### config.mk
export PLATFORM = sky130hd
export DESIGN_NAME = square_seq
export DESIGN_NICKNAME = d
export VERILOG_FILES = /design/src/rtl/square_seq.sv
export SDC_FILE = /design/constraint.sdc
export NUM_CORES = 1
export LEC_CHECK = 0
export ABC_AREA = 1
export ABC_CLOCK_PERIOD_IN_PS = 1700
export CAP_MARGIN = 20
export CORE_MARGIN = 2
export CORE_UTILIZATION = 51
export CTS_CLUSTER_DIAMETER = 150
export DETAILED_ROUTE_END_ITERATION = 10
export PLACE_DENSITY = 0.86
export SYNTH_ARGS = -nofsm -noshare
export SYNTH_HDL_FRONTEND = slang
export SYNTH_SLANG_ARGS = --single-unit
### constraint.sdc
create_clock -name clk -period 1.7 [get_ports clk]
set_input_delay 0.425 -clock clk [delete_from_list [all_inputs] [get_ports clk]]
set_output_delay 0.425 -clock clk [all_outputs]
set_load 0.02 [all_outputs]
### src/rtl/square_seq.sv
// square_seq: sequential squarer, sums the first n odd numbers one term per clock
module square_seq #(
  parameter int WIDTH = 8
) (
  input  logic               clk,
  input  logic               reset,
  input  logic               go,
  input  logic [WIDTH-1:0]   n,
  output logic               busy,
  output logic               done,
  output logic [2*WIDTH-1:0] sq
);
  typedef enum logic [1:0] {IDLE, ACC, DONE} state_t;
  state_t state, state_nx;
  logic [2*WIDTH-1:0] sum;
  logic [WIDTH:0]     odd;
  logic [WIDTH-1:0]   cnt;
  logic               fin;
  assign fin  = (state == ACC) && (cnt == '0);
  assign busy = state != IDLE;
  // state register, aborts to IDLE on reset
  always_ff @(posedge clk or posedge reset)
    if (reset) state <= IDLE;
    else       state <= state_nx;
  // next state: go only counts in IDLE, ACC runs until the count drains, DONE lasts one cycle
  always_comb begin
    state_nx = state;
    state_nx = (state == IDLE) ? (go ? ACC : IDLE) :
               (state == ACC)  ? (fin ? DONE : ACC) : IDLE;
  end
  // accumulator datapath; sq and done only change on the final edge of a run
  always_ff @(posedge clk or posedge reset)
    if (reset) begin
      sum  <= '0;
      odd  <= '0;
      cnt  <= '0;
      sq   <= '0;
      done <= 1'b0;
    end else begin
      done <= fin;
      if (state == IDLE && go) begin
        cnt <= n;
        sum <= '0;
        odd <= (WIDTH+1)'(1);
      end else if (state == ACC && !fin) begin
        sum <= sum + (2*WIDTH)'(odd);
        odd <= odd + (WIDTH+1)'(2);
        cnt <= cnt - WIDTH'(1);
      end
      if (fin) sq <= sum;
    end
endmodule

* Word-level counts from Yosys, hierarchy flattened
Index checks and enable logic that the tools add are counted.
Storage, ports and cells: register bits 52, bits in latches 0, memory bits (writable) 0, bits in read-only memories 0, memories kept 0
Operators by class: add/subtract/negate cells 3, multiply operators 0, divide/modulo/power cells 0, order comparisons 0, equality and inequality tests 1, shift operators 0, muxes and demuxes 10, bitwise logic cells 0, reductions and logical operators 8
Operators with widths (number):
- $mux 16 | 2
- $mux 9 | 2
- $add 16x9->16 | 1
- $mux 8 | 2
- $add 9x2->9 const B | 1
- $logic_not 8->1 | 1
- $sub 8x1->8 const B | 1
- $mux 2 | 3
- $reduce_bool 2->1 | 2
- $logic_and 1x1->1 | 3
- $eq 2x1->1 const B | 1
- $logic_not 2->1 | 1
- $logic_not 1->1 | 1
- $mux 1 | 1

* Depth between registers and ports, before layout
depth after elaboration 6, gate-level depth with buffers 11, depth with buffers taken out 11

* Worst setup path before layout
OpenSTA, ideal clock, no wires.
kind flip-flop to flip-flop, start point reg sum[0], end point reg sum[14], data arrival time 1.481 ns, setup slack 0.102 ns, cell stages (with the launch flop) 9, path buffers 0, period minus slack after synthesis 1.598 ns, cells stage by stage dfrtp_1 ha_1 fa_1 nand3_1 nand3_1 inv_1 nor2_1 nor2_1 nor2_1
On the way: longest elaborated chain between the ends 3
Ends and longest elaborated chain:
- start: declaration | line 15 | logic [2*WIDTH-1:0] sum;
- start signal: assignment | line 46 | sum <= sum + (2*WIDTH)'(odd);
- $add 16x9->16 | line 46
- $mux 16 | line 45 | end else if (state == ACC && !fin) begin
- $mux 16 | line 41 | if (state == IDLE && go) begin
No other way between the ends. The select of a mux whose other input is x is not followed. A chain may end at the register's enable or synchronous reset.

* Final worst setup path
start point reg odd[2], end point reg sum[9]
On the way: longest elaborated chain between the ends 3
Ends and longest elaborated chain:
- start: declaration | line 16 | logic [WIDTH:0] odd;
- start signal: assignment | line 44 | odd <= (WIDTH+1)'(1);
- start signal: assignment | line 47 | odd <= odd + (WIDTH+1)'(2);
- $add 16x9->16 | line 46
- $mux 16 | line 45
- $mux 16 | line 41
No other way between the ends. The select of a mux whose other input is x is not followed.

==> flow_summary.json <==
{
  "run_status": "finished, final reports clean",
  "antenna_violations_before_repair": 0,
  "global_route.usage.total_pct": 21.9,
  "avgRoutedWirePerCell_um": 13.8,
  "leading_register_cell_type_out_of_synthesis": "sky130_fd_sc_hd__dfrtp_1",
  "finish.instance_area_um2": 3720,
  "async_flop_share_pct": 100,
  "io_buffer_count": 28,
  "post_cts_hold_buffer_count": 0,
  "place.detailed.instances": 487,
  "wire_length_of_the_first_global_routing_pass_um": 11000,
  "worst_skew_pair.late_latency_ns": 0.31,
  "grt_setup_unrepaired": "yes",
  "leakage_nw": 1.99,
  "setup_viol": 0,
  "max_slew_margin_pct": 77.8,
  "min_period_ns": 1.68,
  "die_area_um2": 6370,
  "fin_total_pwr_mw": 1.99,
  "fin_skew_ns": 0.00790,
  "synthDominantAreaCellType": "sky130_fd_sc_hd__dfrtp_1",
  "routabilityCongestion": 0.920,
  "power_internal_mw": 1.55,
  "maxCapViolCount": 0,
  "core-area_um2": 5540,
  "crit_path_cell_trace": "ha_4 > nand2_1 > nand2_1 > nand2_1 > nand2_1 > nand2_1 > nand3_1 > nand3_1 > nand2_1 > nor2_1",
  "synth_common_cells": "sky130_fd_sc_hd__nand2_1 (113), sky130_fd_sc_hd__dfrtp_1 (52), sky130_fd_sc_hd__inv_1 (43)",
  "vias_per_cell": 5.35,
  "number_of_enable_type_register_cells_in_the_synthesized_netlist": 0,
  "finalCritPeriodShare_pct": 99.0,
  "critical_path.n_buffers_inverters": 0,
  "drt_first_iter_violations": 215,
  "ys.warnings.count": 0,
  "end_kind": "flop",
  "cts.path.max_buffers": 2,
  "detailedRoute.firstPassIterationCount": 5,
  "number_of_placement_rows": 27,
  "path_delay_family": "simple AND/OR/NAND/NOR gates",
  "detailroute.via_count": 2688,
  "post_dp_cell_area_um2": 3410,
  "cts_made_buffers": 5,
  "clockPowerShare_pct": 35.4,
  "worstHoldPathType": "in -> async",
  "critPathKind": "reg -> reg",
  "critPathMostFrequentCell": "sky130_fd_sc_hd__nand2_1",
  "synthesis.area_um2": 2930,
  "netlist-cell-type-count": 33,
  "synth-seq-cells": 52,
  "tritoncts": "built",
  "initial_core_util_pct": 52.9,
  "timing.hold.ws_ns": 0.472,
  "clock_sink_count": 52,
  "slew_violations": 0,
  "worstMarginPinSlew_ns": 0.332,
  "clock.fmax_mhz": 594,
  "critical_path.slowest_cell": "sky130_fd_sc_hd__dfrtp_1",
  "post_synth_inst_count": 377,
  "largest_voltage_drop_on_the_vdd_net_mv": 0.427,
  "final_net_count": 453,
  "synth_largest_type_area_fraction_pct": 44.4,
  "worst_ep_arrival_time_ns": 1.89,
  "post_route_cells_drive_above_1_share_pct": 18.8,
  "power.density_cell_area_nw_per_um2": 536,
  "synth.most_common_cell": "sky130_fd_sc_hd__nand2_1",
  "seq_area_frac_synth_pct": 44.4,
  "area_growth_syn_to_layout_pct": 26.9,
  "die_height_um": 79.8,
  "diodes": 0,
  "drtAntennaViolNets": 0,
  "via_count_of_the_first_global_routing_pass": 2474,
  "worst_path_clk_slew_ns": 0.10,
  "chipWidth_um": 79.8,
  "synth.top_cells.by_area": "sky130_fd_sc_hd__dfrtp_1 (44%), sky130_fd_sc_hd__nand2_1 (14%), sky130_fd_sc_hd__inv_1 (5.5%)",
  "cp_slowest_stage_delay_ns": 0.47,
  "combinationalPowerShare_pct": 2.6,
  "cts_root_buf": "sky130_fd_sc_hd__clkbuf_8",
  "crit_fanout": 5,
  "grt_max_degree": 53,
  "globalRouteOverflowTotal": 0,
  "wirelength_um": 6920,
  "switching_share_pct": 22.3,
  "synthesis.nets": 401,
  "ios": 29,
  "final_hold_viol_count": 0,
  "cts_max_level": 2,
  "half_perimeter_wire_length_after_detailed_placement_um": 4670,
  "route.detailed.drc": 0,
  "setup.worst_path.start_class": "flop",
  "sequential_share_of_power_pct": 62.0,
  "critical_path_depth": 10,
  "syn_avg_cell_area_um2": 7.77,
  "reg2reg_depth": 10,
  "switching_power_mw": 0.445,
  "cp_data_required_time_ns": 1.91,
  "stdcell_count": 502
}
worst register-to-register path, cell delays in order, from the launching register on:
cell and delay, ns:
sky130_fd_sc_hd__dfrtp_1 0.47, sky130_fd_sc_hd__ha_4 0.33, sky130_fd_sc_hd__nand2_1 0.10, sky130_fd_sc_hd__nand2_1 0.09
sky130_fd_sc_hd__nand2_1 0.06, sky130_fd_sc_hd__nand2_1 0.10, sky130_fd_sc_hd__nand2_1 0.06, sky130_fd_sc_hd__nand3_1 0.16
sky130_fd_sc_hd__nand3_1 0.09, sky130_fd_sc_hd__nand2_1 0.08, sky130_fd_sc_hd__nor2_1 0.05
metal layers:
layer / share of wire [%] / vias to the layer above / GRT usage [%]
met4: 2.7 / 0 / 8.31
met5: 0 / - / 0
met3: 5.6 / 24 / 4.52
met2: 49 / 90 / 36.6
li1: - / 1316 / -
met1: 43 / 1258 / 27.9
cells by family (layout without fill, tap and decap cells):
logic type | Yosys count | in the layout | share of synthesized area, %
flops | 52 | 52 | 44.4
fa+ha+maj | 13 | 13 | 5.81
xor+xnor | 6 | 6 | 1.79
compound gates | 55 | 55 | 12.6
buf+inv | 55 | 108 | 7.86
simple gates | 196 | 196 | 27.5
registers in the layout (all words and copies together) (netlist names):
name / cells
state: 2
sq: 16
done: 1
sum: 16
cnt: 8
odd: 9
through the flow:
step	worst slack, ns	util [%]	setup TNS [ns]
after floorplan	0.0171	-	0
after global placement	0.0444	61.6	0
after detailed placement	-0.0284	61.6	-0.0342
after CTS	-0.00421	63.4	-0.00421
after global routing	-0.0503	67.1	-0.199
final	0.0172	67.1	0
layout make-up:
| class | count | area, µm² |
|---|---|---|
| clock inverter | 3 | 18.8 |
| fill | 449 | 1820 |
| inverter | 45 | 175 |
| clock buffer | 5 | 68.8 |
| sequential | 52 | 1300 |
| timing repair buffer | 54 | 504 |
| multi-input combinational | 270 | 1550 |
| timing repair inverter | 1 | 7.51 |
| tap | 72 | 90.1 |
cells in the final DEF, fill, tap and decap left out, types with 2 or more instances in the layout:
master / instances
sky130_fd_sc_hd__nand2_1: 110
sky130_fd_sc_hd__dfrtp_1: 50
sky130_fd_sc_hd__nor2_1: 39
sky130_fd_sc_hd__inv_1: 38
sky130_fd_sc_hd__buf_4: 23
sky130_fd_sc_hd__o21ai_0: 22
sky130_fd_sc_hd__nand3_1: 20
sky130_fd_sc_hd__dlygate4sd2_1: 12
sky130_fd_sc_hd__clkdlybuf4s50_1: 10
sky130_fd_sc_hd__a21oi_1: 9
sky130_fd_sc_hd__ha_4: 7
sky130_fd_sc_hd__nand2_2: 6
sky130_fd_sc_hd__nor3_1: 6
sky130_fd_sc_hd__o22ai_2: 6
sky130_fd_sc_hd__dlymetal6s2s_1: 6
sky130_fd_sc_hd__clkbuf_8: 5
sky130_fd_sc_hd__xnor2_1: 4
sky130_fd_sc_hd__o21ai_1: 4
sky130_fd_sc_hd__inv_2: 4
sky130_fd_sc_hd__nand3_2: 4
sky130_fd_sc_hd__ha_1: 4
sky130_fd_sc_hd__a21oi_2: 3
sky130_fd_sc_hd__nand4_1: 3
sky130_fd_sc_hd__o211ai_1: 3
sky130_fd_sc_hd__nor2_2: 2
sky130_fd_sc_hd__clkinvlp_4: 2
sky130_fd_sc_hd__o31ai_1: 2
sky130_fd_sc_hd__xor2_1: 2
sky130_fd_sc_hd__nor4_1: 2
sky130_fd_sc_hd__a31oi_2: 2
sky130_fd_sc_hd__or2_2: 2
sky130_fd_sc_hd__clkinv_2: 2
sky130_fd_sc_hd__dfrtp_2: 2
sky130_fd_sc_hd__buf_12: 2
path summary, 6_finish.rpt:
path,start,end,slack (ns)
worst min register to register,sq[4]$_DFFE_PP0P_,sq[4]$_DFFE_PP0P_,0.49
min in group clk,sq[4]$_DFFE_PP0P_,sq[4]$_DFFE_PP0P_,0.49
worst max-delay path,odd[2]$_DFFE_PP0P_,sum[9]$_DFFE_PP0P_,0.02
max in group asynchronous,reset,odd[1]$_DFFE_PP0P_,0.97
worst min-delay path,reset,sum[9]$_DFFE_PP0P_,0.47
worst max register to register,odd[2]$_DFFE_PP0P_,sum[9]$_DFFE_PP0P_,0.02
power groups by stage:
stage	logic, mW	registers [mW]	clock network (mW)
4_1_cts	0.0539	1.24	0.725
3_5_place_dp	0.0539	1.26	0
3_3_place_gp	0.0536	1.26	0
6_report	0.0516	1.24	0.706
5_1_grt	0.0588	1.24	0.779
2_1_floorplan	0.0181	1.26	0
timing repair:
item / 4_1_cts / 5_1_grt
buffers inserted: 0 / 6
endpoints found under the setup margin: 18 / 41
gates resized for setup: 17 / 38
pin swaps: 0 / 4
gates cloned: 0 / 1
No activity file was read; power rests on OpenSTA's default activity.
